===== config.mk =====
export PLATFORM = sky130hd
export DESIGN_NAME = ma_stream_framer
export DESIGN_NICKNAME = d
export VERILOG_FILES = /design/src/rtl/ma_stream_pkg.sv /design/src/rtl/ma_flit_slice.sv /design/src/rtl/ma_stream_framer.sv
export SDC_FILE = /design/constraint.sdc
export NUM_CORES = 1
export LEC_CHECK = 0
export CAP_MARGIN = 20
export CORE_ASPECT_RATIO = 0.8
export CORE_MARGIN = 2
export CORE_UTILIZATION = 38
export DETAILED_ROUTE_END_ITERATION = 8
export PLACE_DENSITY = 0.66
export SYNTH_ARGS = -nofsm -noshare
export SYNTH_HDL_FRONTEND = slang
export SYNTH_SLANG_ARGS = --single-unit

===== constraint.sdc =====
create_clock -name clk_i -period 11.44 [get_ports clk_i]
set_input_delay 2.86 -clock clk_i [delete_from_list [all_inputs] [get_ports clk_i]]
set_output_delay 2.86 -clock clk_i [all_outputs]
set_load 0.05 [all_outputs]

===== src/rtl/ma_stream_pkg.sv =====
// Shared types for the MA stream framer: flit field tags, parser states
// and the sideband tag bundle carried alongside each forwarded flit.
package ma_stream_pkg;

  localparam int HDR_WORDS = 4;

  typedef enum logic [3:0] {
    HDR_TEXT    = 4'd0,
    HDR_DATA    = 4'd1,
    HDR_BSS     = 4'd2,
    HDR_ENTRY   = 4'd3,
    BIN         = 4'd4,
    DESCR_SIZE  = 4'd5,
    DESCR_NTASK = 4'd6,
    DESCR_MAP   = 4'd7,
    DESCR_GRAPH = 4'd8
  } field_t;

  typedef enum logic [3:0] {
    M_HDR, M_BIN, D_SIZE, D_NTASK, D_MAP, D_GRAPH, T_HDR, T_BIN, DONE, ERROR
  } state_t;

  typedef struct packed {
    field_t     field;
    logic [7:0] task_idx;
    logic       sop;
    logic       eop;
  } flit_tag_t;

endpackage


===== src/rtl/ma_flit_slice.sv =====
// One-entry valid/ready register holding a flit and its tags; accepts a new
// flit in the same cycle the held one leaves, so it sustains 1 flit/cycle.
module ma_flit_slice import ma_stream_pkg::*; #(
  parameter int FLIT_SIZE = 32
) (
  input  logic                 clk_i,
  input  logic                 rst_ni,
  input  logic                 in_vld,
  input  logic [FLIT_SIZE-1:0] in_data,
  input  flit_tag_t            in_tag,
  output logic                 in_rdy,
  output logic                 out_vld,
  output logic [FLIT_SIZE-1:0] out_data,
  output flit_tag_t            out_tag,
  input  logic                 out_rdy
);

  logic                 vld_p1;
  logic [FLIT_SIZE-1:0] data_p1;
  flit_tag_t            tag_p1;

  assign in_rdy   = !vld_p1 || out_rdy;
  assign out_vld  = vld_p1;
  assign out_data = data_p1;
  assign out_tag  = tag_p1;

  // p0 -> p1: output register
  always_ff @(posedge clk_i or posedge rst_ni) begin
    if (rst_ni) begin
      vld_p1  <= 1'b0;
      data_p1 <= '0;
      tag_p1  <= '{field: HDR_TEXT, task_idx: 8'd0, sop: 1'b0, eop: 1'b0};
    end else if (in_rdy) begin
      vld_p1 <= in_vld;
      if (in_vld) begin
        data_p1 <= in_data;
        tag_p1  <= in_tag;
      end
    end
  end

endmodule


===== src/rtl/ma_stream_framer.sv =====
// Parses an MA boot stream (mapper image, task descriptor, task images),
// tagging every flit with its field, owning task and section boundaries.
module ma_stream_framer import ma_stream_pkg::*; #(
  parameter int FLIT_SIZE = 32,
  parameter int MAX_TASKS = 32
) (
  input  logic                 clk_i,
  input  logic                 rst_ni,
  input  logic                 rx_i,
  input  logic [FLIT_SIZE-1:0] data_i,
  output logic                 credit_o,
  output logic                 tx_o,
  input  logic                 credit_i,
  output logic [FLIT_SIZE-1:0] data_o,
  output field_t               field_o,
  output logic [7:0]           task_idx_o,
  output logic                 sop_o,
  output logic                 eop_o,
  output logic                 done_o,
  output logic                 err_o
);

  state_t      state, state_nx, img_end;
  logic [1:0]  hdr_cnt, hdr_cnt_nx;
  logic [31:0] cnt, cnt_nx, text_q, text_nx;
  logic [7:0]  n_q, n_nx, task_q, task_nx;
  logic [32:0] hdr_sum;
  logic        slice_rdy, accept, fwd;
  field_t      fld;
  logic        sop, eop;
  flit_tag_t   tag_in, tag_out;

  // Reset must hold credit low even though the state register reads M_HDR.
  assign credit_o = rst_ni           ? 1'b0 :
                    (state == ERROR) ? 1'b1 :
                    (state == DONE)  ? 1'b0 : slice_rdy;
  assign accept   = rx_i && credit_o;
  assign done_o   = (state == DONE);
  assign err_o    = (state == ERROR);

  // Where an image ends: the mapper leads into the descriptor, task N-1 finishes the stream.
  always_comb begin
    img_end = D_SIZE;
    if (state == T_HDR || state == T_BIN)
      img_end = (task_q + 8'd1 == n_q) ? DONE : T_HDR;
  end

  always_comb begin
    state_nx   = state;
    hdr_cnt_nx = hdr_cnt;
    cnt_nx     = cnt;
    text_nx    = text_q;
    n_nx       = n_q;
    task_nx    = task_q;
    fwd        = 1'b0;
    fld        = BIN;
    sop        = 1'b0;
    eop        = 1'b0;
    hdr_sum    = {1'b0, text_q} + {1'b0, data_i[31:0]};
    if (accept) begin
      case (state)
        M_HDR, T_HDR: begin
          fwd        = 1'b1;
          fld        = field_t'({2'b00, hdr_cnt});
          sop        = (hdr_cnt == 2'd0);
          hdr_cnt_nx = hdr_cnt + 2'd1;
          if (hdr_cnt == 2'd0) text_nx = data_i[31:0];
          if (hdr_cnt == 2'd1) cnt_nx = 32'(hdr_sum >> 2);
          if (hdr_cnt == 2'(HDR_WORDS - 1)) begin
            if (cnt == 32'd0) begin
              eop      = 1'b1;
              state_nx = img_end;
              if (state == T_HDR) task_nx = task_q + 8'd1;
            end else begin
              state_nx = (state == M_HDR) ? M_BIN : T_BIN;
            end
          end
        end
        M_BIN, T_BIN: begin
          fwd    = 1'b1;
          fld    = BIN;
          cnt_nx = cnt - 32'd1;
          if (cnt == 32'd1) begin
            eop      = 1'b1;
            state_nx = img_end;
            if (state == T_BIN) task_nx = task_q + 8'd1;
          end
        end
        D_SIZE: begin
          fld = DESCR_SIZE;
          sop = 1'b1;
          if (data_i == '0 || data_i > FLIT_SIZE'(MAX_TASKS)) begin
            state_nx = ERROR;
          end else begin
            fwd      = 1'b1;
            n_nx     = data_i[7:0];
            state_nx = D_NTASK;
          end
        end
        D_NTASK: begin
          fld = DESCR_NTASK;
          if (data_i != FLIT_SIZE'(n_q)) begin
            state_nx = ERROR;
          end else begin
            fwd      = 1'b1;
            cnt_nx   = 32'd0;
            state_nx = D_MAP;
          end
        end
        D_MAP: begin
          fwd = 1'b1;
          fld = DESCR_MAP;
          if (cnt == 32'(n_q)) begin
            cnt_nx   = 32'd0;
            state_nx = D_GRAPH;
          end else begin
            cnt_nx = cnt + 32'd1;
          end
        end
        D_GRAPH: begin
          fwd = 1'b1;
          fld = DESCR_GRAPH;
          if (cnt == 32'(n_q) - 32'd1) begin
            eop    = 1'b1;
            cnt_nx = 32'd0;
            if (n_q == 8'd1) begin
              state_nx = DONE;
            end else begin
              task_nx  = 8'd1;
              state_nx = T_HDR;
            end
          end else begin
            cnt_nx = cnt + 32'd1;
          end
        end
        default: ;
      endcase
    end
  end

  always_ff @(posedge clk_i or posedge rst_ni) begin
    if (rst_ni) begin
      state   <= M_HDR;
      hdr_cnt <= '0;
      cnt     <= '0;
      text_q  <= '0;
      n_q     <= '0;
      task_q  <= '0;
    end else begin
      state   <= state_nx;
      hdr_cnt <= hdr_cnt_nx;
      cnt     <= cnt_nx;
      text_q  <= text_nx;
      n_q     <= n_nx;
      task_q  <= task_nx;
    end
  end

  assign tag_in = '{field: fld, task_idx: task_q, sop: sop, eop: eop};

  ma_flit_slice #(.FLIT_SIZE(FLIT_SIZE)) u_slice (
    .clk_i    (clk_i),
    .rst_ni   (rst_ni),
    .in_vld   (fwd),
    .in_data  (data_i),
    .in_tag   (tag_in),
    .in_rdy   (slice_rdy),
    .out_vld  (tx_o),
    .out_data (data_o),
    .out_tag  (tag_out),
    .out_rdy  (credit_i)
  );

  assign field_o    = tag_out.field;
  assign task_idx_o = tag_out.task_idx;
  assign sop_o      = tag_out.sop;
  assign eop_o      = tag_out.eop;

endmodule


* Word-level counts from Yosys, hierarchy flattened
Cells that the tools add are included.
** Operators by class
- Magnitude comparators :: 1
- Multiplexer cells :: 42
- Add/subtract/negate cells :: 6
- Div/mod/pow operators :: 0
- Reductions and logical operators :: 22
- Bitwise gates (word level) :: 1
- Multipliers :: 0
- Equal/unequal tests :: 27
- Shift operators :: 0
** Operator list (number)
- case mux 32 bit (5 select lines) :: 1
- two-way mux 32 bit :: 4
- zero test 32 bit :: 2
- two-way mux 8 bit :: 7
- two-way mux 4 bit :: 11
- adder 32 x 32 -> 33 bit :: 1
- adder 32 x 1 -> 32 bit (second input constant) :: 1
- equality test 32 x 1 -> 1 bit (second input constant) :: 1
- equality test 32 bit :: 1
- equality test 32 x 8 -> 1 bit :: 1
- > comparator 32 x 6 -> 1 bit (second input constant) :: 1
- inequality test 32 x 8 -> 1 bit :: 1
- subtractor 32 x 1 -> 32 bit (second input constant) :: 1
- case mux 4 bit (6 select lines) :: 1
- case mux 8 bit (3 select lines) :: 1
- inequality test 2 bit (second input constant) :: 10
- case mux 4 bit (5 select lines) :: 1
- equality test 4 x 3 -> 1 bit (second input constant) :: 4
- two-way mux 1 bit :: 12
- AND reduction 9 bit :: 1
- subtractor 8 x 1 -> 9 bit (second input constant) :: 1
- adder 8 x 1 -> 8 bit (second input constant) :: 1
- equality test 4 x 2 -> 1 bit (second input constant) :: 2
- equality test 4 bit (second input constant) :: 2
- other kinds (24) :: 30
** Storage, ports and cells
- Flip-flop bits (word level) :: 133
- Memories :: 0
- Bits in read-only memories :: 0
- Output and inout bits :: 50
- Memory bits (writable) :: 0
- Input bits :: 36
- Latch bits :: 0

* Depth between registers and ports, before layout
Gate-level depths: netlist (run 1).
- Depth after elaboration :: 8
- Gate-level depth with buffers :: 13
- Gate-level depth less buffers :: 10

* By module
A second synthesis (run 1) with hierarchy kept.
** Second synthesis, totals
- Cells, all modules :: 1082
- Area, all modules :: 9740.6 um^2
** By module, submodules not included
- ma_stream_framer :: instances 1, cells an instance 981, area each 7816.2 um^2, seq. area each 2152.1 um^2
- ma_flit_slice :: instances 1, cells an instance 101, area each 1924.3 um^2, seq. area each 1176.1 um^2

* Worst setup path after synthesis (run 1)
Ideal clock, no wire load.
- Path kind :: input to output
- From :: input port rst_ni
- To :: output port credit_o
- Buffers on the path :: 0
- Required time :: 8580 ps
- Arrival time :: 6814 ps
- Setup slack :: 1766 ps
- Stages on the path :: 3
- Cells stage by stage :: inv_1 > o21ai_0 > nor2_1
** Between the ends
- Cells in the longest elaborated chain, start to end :: 1
** RTL lines
- from (decl) :: line ma_stream_framer.sv:8 : input logic rst_ni,
- two-way mux 1 bit :: line ma_stream_framer.sv:34 : assign credit_o = rst_ni ? 1'b0 :
- to (decl) :: line ma_stream_framer.sv:11 : output logic credit_o,
No other way between the ends.

* Worst setup path in the final report (run 1)
Ends and elaborated chain as after synthesis.

==> results.txt, run 1 <==
----------------------------------------------------
[Min path]
  Worst Hold Path EP ... u_slice.out_tag[0]$_DFFE_PP0P_
  Worst hold path type ... flop to flop
  Hold_sp ... u_slice.out_tag[0]$_DFFE_PP0P_
  Worst Hold Path Cells ... 1

[Layout]
  Share of final-layout standard cells stronger than drive strength 1 ... 0.1208
  Synthesis-to-finish area growth ... 17.73%
  Final nets ... around 1100
  Multi-input gate area in the final layout ... roughly 0.0055 mm²
  Reg area ... 0.003328 mm²
  Number of filler cells placed in the layout ... approximately 2300
  Antenna diode count ... 0

[Global route]
  Global-route wire length before repair ... 41630 µm
  Overflow left after global routing ... 0
  GRT Overall Usage ... 0.2056
  Vias in the first global route ... 7648
  Antenna violations before repair ... 0
  Pin count of the biggest net entering global routing ... 69

[Route]
  Vias per cell ... 5.920
  Wire length per cell ... 18.19 µm
  Length of the first detailed-routing pass in iterations ... 5
  Met2 wire len ... 10490 µm
  Final antenna-violating net count ... 0
  Total routed wire length on the met1 layer ... 12570 µm
  DRC violation count after routing ... 0
  Highest signal layer in the routed design ... met4
  Overall routed net length ... between 20000 and 25000 µm
  Sum of met3 wire segment lengths after detailed routing ... 1630 µm
  Via Count ... 8122
  DRC violation total after the first TritonRoute iteration ... around 730

[CTS]
  Cts bufs inserted ... 17
  Post-CTS setup repair buffer count ... 0
  Latest clock arrival within the worst-skew pair ... around 440 ps
  Maximum level of the CTS H-tree ... 4
  Deepest clock path buffer count ... 2
  Clock edge transition at the registers on the reported setup and hold paths ... around 60 ps
  Clock tree from TritonCTS ... built
  Clock Sink Count ... roughly 130
  Number of resized instances in the post-cts repair step ... 0
  Post-CTS Hold Fix Bufs ... 0
  Clock Root Buffer ... clkbuf_16

[Worst setup path]
  Arrival time at the worst endpoint ... 5050 ps
  CP Class ... input pin to output pin
  Critical Path End Type ... output pin
  Top fanout value on the critical path ... between 60 and 70
  Reg-to-reg critical path endpoint ... task_q[2]$_DFFE_PP0P_
  WP data required ... approximately 8600 ps
  R2R depth ... 10
  Kind of start point of the critical path ... input pin
  Slack of the worst reg-to-reg path ... between 7000 and 8000 ps
  Origin of the critical flop-to-flop path ... cnt[1]$_DFFE_PP0P_

[Power]
  Total leakage power ... 4.345 nW
  Power per cell area ... 269.4 mW/mm²
  Worst vdd ir ... 0.1366 mV

[STA]
  RSZ-0062 raised after global routing ... no
  Max-slew violation count ... 0
  Total count of hold-check failures in the final report ... 0
  Final critical-path setup slack ... around 3500 ps
  Setup skew after layout ... roughly 9.3 ps
  Final setup violating endpoints ... 0
  Rel. slew slack ... 0.2683
  Period Utilization, post-route ... 0.6914
  Hold Slack ... 486.8 ps
  Tmin final ... around 8000 ps
  Upper clock frequency limit ... roughly 130 MHz
  Total negative setup slack ... 0 ps
  Measured slew at the worst slew-check pin ... roughly 1100 ps

[Logic synthesis]
  Post-synthesis area per instance ... slightly above 9 µm²
  Cells after Synth ... about 1000
  Count leader, synth ... dfrtp_1
  Mapped Nets ... between 1000 and 1500
  Share of flip-flops with an asynchronous set or reset ... 1.000
  Portion of the post-synthesis area used by sequential elements ... 0.3615
  Yosys reg bits ... approximately 130
  Post-synthesis instance area ... 0.009208 mm²
  Number of distinct standard cells referenced by the synthesized netlist ... 74
  Proportion of netlist area held by the largest area contributor ... 0.3615
  Leading register cell type out of synthesis ... dfrtp_1
  Ranking of synthesized cells by area ... dfrtp_1, mux2_2, ha_1
  Yosys warning total ... 0
  Most instantiated cells after synthesis ... dfrtp_1, mux2_2, nand2_1
  Post-synth EDFFs ... 0
  Cell type with the largest total area after synthesis ... dfrtp_1

[Floorplanning]
  Starting Density ... 0.3904
  Die span in x ... 178.0 µm
  Floorplan Core Area ... ~0.024 mm²
  Placement row count ... 50
  Die height ... roughly 140 µm
  Die area ... about 0.025 mm²
  I/O Pins ... 86

[Placement]
  Count of input and output buffers ... between 80 and 90
  Total half-perimeter wirelength after legalization and detailed placement ... approximately 17000 µm
  Final weighted congestion of routability-driven global placement ... about 0.88
  Worst setup slack after placement ... ~3500 ps

[Run]
  Maximum capacitance violations ... 0

[Outcome]
  Outcome ... finished clean

----------------------------------------------------
-- worst max path at each step --
stage	start	endpoint	slack, ps
after detailed placement	rst_ni	credit_o	3470
after global routing	rst_ni	credit_o	3360
after global placement	rst_ni	credit_o	3490
final	rst_ni	credit_o	3530
after CTS	rst_ni	credit_o	3460
after floorplan	rst_ni	credit_o	1770
-- metal layers --
metal	track usage	vias up
li1	-	3854
met1	0.3140	3969
met2	0.2976	278
met3	0.03781	21
met4	0.04616	0
met5	0	-
-- through the flow --
stage          total power [mW]  instances  cell area (µm²)  utilization
5_1_grt                   3.124       1372            10840       0.4596
4_1_cts                   2.919       1371            10830       0.4593
3_5_place_dp              2.347       1341            10250       0.4347
2_1_floorplan             1.944       1004             9208            -
6_report                  2.920       1372            10840       0.4596
3_3_place_gp              2.315       1340            10250       0.4345
-- registers in the layout (all words and copies together), names as in the netlist --
| register | flops |
|---|---|
| n_q | 8 |
| task_q | 8 |
| hdr_cnt | 2 |
| cnt | 32 |
| u_slice.out_tag | 14 |
| text_q | 32 |
| u_slice.out_vld | 1 |
| u_slice.out_data | 32 |
| state | 4 |
-- final cells by class --
cell class / instances / share of cell area
Clock buffer: 21 / 0.04155
Clock inverter: 9 / 0.01200
Sequential cell: 133 / 0.3070
Tap cell: 312 / 0.03601
Multi-Input combinational cell: 780 / 0.5105
Timing Repair Buffer: 94 / 0.08449
Inverter: 23 / 0.008426
-- layout by cell type, fill, tap and decap left out, types with 19 or more instances in the layout --
| master | instances |
|---|---|
| nand2_1 | 72 |
| inv_1 | 22 |
| nor2_1 | 60 |
| a21oi_1 | 52 |
| o21ai_0 | 60 |
| xor2_1 | 22 |
| nor3_1 | 36 |
| mux2_2 | 80 |
| dfrtp_1 | 133 |
| nor4_1 | 19 |
| ha_1 | 40 |
| xnor2_1 | 42 |
| nand3_1 | 29 |
| clkdlybuf4s50_1 | 85 |
-- power breakdown --
group / switching (mW) / total [mW] / internal, mW / leakage [nW]
registers: 0.222 / 0.874 / 0.652 / 1.68
logic: 0.891 / 1.49 / 0.595 / 2.38
clock network: 0.215 / 0.560 / 0.345 / 0.283
-- logic make-up after synthesis --
kind of cell | Yosys count | share of synthesized area
compound gates | 275 | 0.2025
xor+xnor | 65 | 0.06346
fa+ha+maj | 42 | 0.05653
buf+inv | 91 | 0.04049
flops | 133 | 0.3615
mux | 82 | 0.1000
simple gates | 316 | 0.1756
-- critical path, cell delays in order --
cell and delay, ps:
clkdlybuf4s50_1 490, inv_6 490, o21ai_0 170, nor2_1 190
clkdlybuf4s50_1 830
No activity file was read; power rests on OpenSTA's default activity.
==> run 2, diff against run 1 <==
- clock period: 11.44 -> 8.1 ns (I/O delays scaled with it)
==> run 2 against run 1 <==
Effect of this change:
- wire length down 1.4%
- combinational power rose by 41%
- non-clock buffer count did not move
- first-iteration DRC count decreased by 1.8%
- sequential cell count unchanged
- sequential power up 41%
- clock-buffer cell count stayed put
- die area did not move
- critical path type unchanged
- largest power group unchanged
==> results.txt, run 2 (same netlist as run 1, synthesis figures left out) <==
----------------------------------------------------
[Worst setup path]
  Critical Path End Type ... output pin
  CP peak stage delay ... approximately 830 ps
  CP Class ... input pin to output pin
  Kind of start point of the critical path ... input pin
  Family with the most delay on the worst path ... buffers and inverters
  CP cell instances ... clkdlybuf4s50_1, inv_6, o21ai_0, nor2_1, clkdlybuf4s50_1
  Most prevalent standard cell on the critical path ... clkdlybuf4s50_1
  WP data required ... around 6100 ps
  Top fanout value on the critical path ... 45
  Slack of the worst reg-to-reg path ... 4310 ps
  Worst Path Buf+Inv ... 3
  Slowest cell on crit path ... clkdlybuf4s50_1
  Arrival time at the worst endpoint ... roughly 4000 ps

[STA]
  Hold Slack ... between 400 and 500 ps
  Measured slew at the worst slew-check pin ... 1127 ps
  Total negative setup slack ... 0 ps
  Final setup violating endpoints ... 0
  Total count of hold-check failures in the final report ... 0
  Tmin final ... just over 6000 ps
  Max-slew violation count ... 0
  Period Utilization, post-route ... 0.7448
  Setup skew after layout ... a little over 10 ps
  Rel. slew slack ... 0.2481
  Final critical-path setup slack ... 2067 ps
  RSZ-0062 raised after global routing ... no
  Upper clock frequency limit ... between 150 and 200 MHz

[Layout]
  Final nets ... roughly 1100
  Antenna diode count ... 0
  Most common cell after layout, fill and taps aside ... dfrtp_1
  Synthesis-to-finish area growth ... 17.71%
  Share of final-layout standard cells stronger than drive strength 1 ... 0.1224
  Non-Filler Cell Area, Final ... between 0.01 and 0.015 mm²
  Number of filler cells placed in the layout ... between 2000 and 2500
  Final standard cell count with taps included and fillers excluded ... between 1000 and 1500
  Leading cell types in the layout, fill and taps excluded ... dfrtp_1, clkdlybuf4s50_1, mux2_2, nand2_1
  Post-Route Utilization ... 0.4595

[CTS]
  Post-CTS Hold Fix Bufs ... 0
  Cts bufs inserted ... 17
  Maximum level of the CTS H-tree ... 4
  Clock Root Buffer ... clkbuf_16
  Deepest clock path buffer count ... 2
  Clock edge transition at the registers on the reported setup and hold paths ... around 60 ps
  Latest clock arrival within the worst-skew pair ... 440 ps
  Clock tree from TritonCTS ... built
  Post-CTS setup repair buffer count ... 0
  Clock Sink Count ... roughly 130
  Number of resized instances in the post-cts repair step ... 0

[Route]
  Vias per cell ... 5.876
  DRC violation total after the first TritonRoute iteration ... 718
  Overall routed net length ... approximately 25000 µm
  Wire length per cell ... around 18 µm
  Via Count ... between 8000 and 9000
  DRC violation count after routing ... 0
  Length of the first detailed-routing pass in iterations ... 5
  Final antenna-violating net count ... 0

[Placement]
  Placement-stage cell area ... just over 0.01 mm²
  Final weighted congestion of routability-driven global placement ... about 0.87
  Dpl cells ... between 1000 and 1500
  Worst setup slack after placement ... between 1500 and 2000 ps
  Total half-perimeter wirelength after legalization and detailed placement ... 17450 µm
  Count of input and output buffers ... 85

[Power]
  Power per cell area ... approximately 380 mW/mm²
  Worst vdd ir ... between 0.2 and 0.25 mV
  Total leakage power ... 4.335 nW
  Overall power consumption ... 4.107 mW

[Global route]
  Antenna violations before repair ... 0
  Vias in the first global route ... 7503
  Most congested layer reported by global routing ... met1
  Global-route wire length before repair ... between 40000 and 50000 µm
  Overflow left after global routing ... 0
  Global routing usage on met3 ... 0.04739
  Met2 usage in global routing ... 0.2797
  Met1 Use GR ... 0.3043
  Pin count of the biggest net entering global routing ... 51
  GRT Overall Usage ... 0.2002

[Floorplanning]
  Die span in x ... 178.0 µm
  Starting Density ... 0.3904
  Floorplan Core Area ... around 0.024 mm²
  I/O Pins ... 86
  Placement row count ... 50
  Die height ... between 100 and 150 µm
  Die area ... roughly 0.025 mm²

[Outcome]
  Outcome ... finished clean

[Run]
  Maximum capacitance violations ... 0

[Min path]
  Worst hold path type ... flop to flop

----------------------------------------------------
==> run 2: area by class of cell <==
class | instances | area [µm²] | share of cell area
sequential | 133 | 3328 | 0.3071
timing repair buffer | 94 | 915.9 | 0.08451
inverter | 23 | 91.34 | 0.008428
multi-input combinational | 780 | 5534 | 0.5106
tap | 312 | 390.4 | 0.03602
clock inverter | 11 | 127.6 | 0.01178
clock buffer | 21 | 450.4 | 0.04156
==> run 2: report_power, final <==
part	switching (mW)	internal (mW)	leakage [nW]
sequential	0.314	0.921	1.68
clock	0.310	0.462	0.274
combinational	1.26	0.838	2.38
total	1.89	2.22	4.34
==> run 2: worst paths after layout <==
check                           cells past startpoint                         endpoint                            from
worst max-delay path                                5                         credit_o                          rst_ni
worst min-delay path                                1   u_slice.out_tag[1]$_DFFE_PP0P_  u_slice.out_tag[1]$_DFFE_PP0P_
worst max register to register                     10            task_q[2]$_DFFE_PP0P_              cnt[1]$_DFFE_PP0P_
worst min register to register                      1   u_slice.out_tag[1]$_DFFE_PP0P_  u_slice.out_tag[1]$_DFFE_PP0P_
max in group asynchronous                           3            text_q[0]$_DFFE_PP0P_                          rst_ni
min in group asynchronous                           2  u_slice.out_tag[10]$_DFFE_PP0P_                          rst_ni
==> run 2: metal layers <==
metal	share of wire	routed length (µm)
met1	0.49	12160
met2	0.41	10060
met3	0.086	2113
met4	0.011	270
met5	0	0
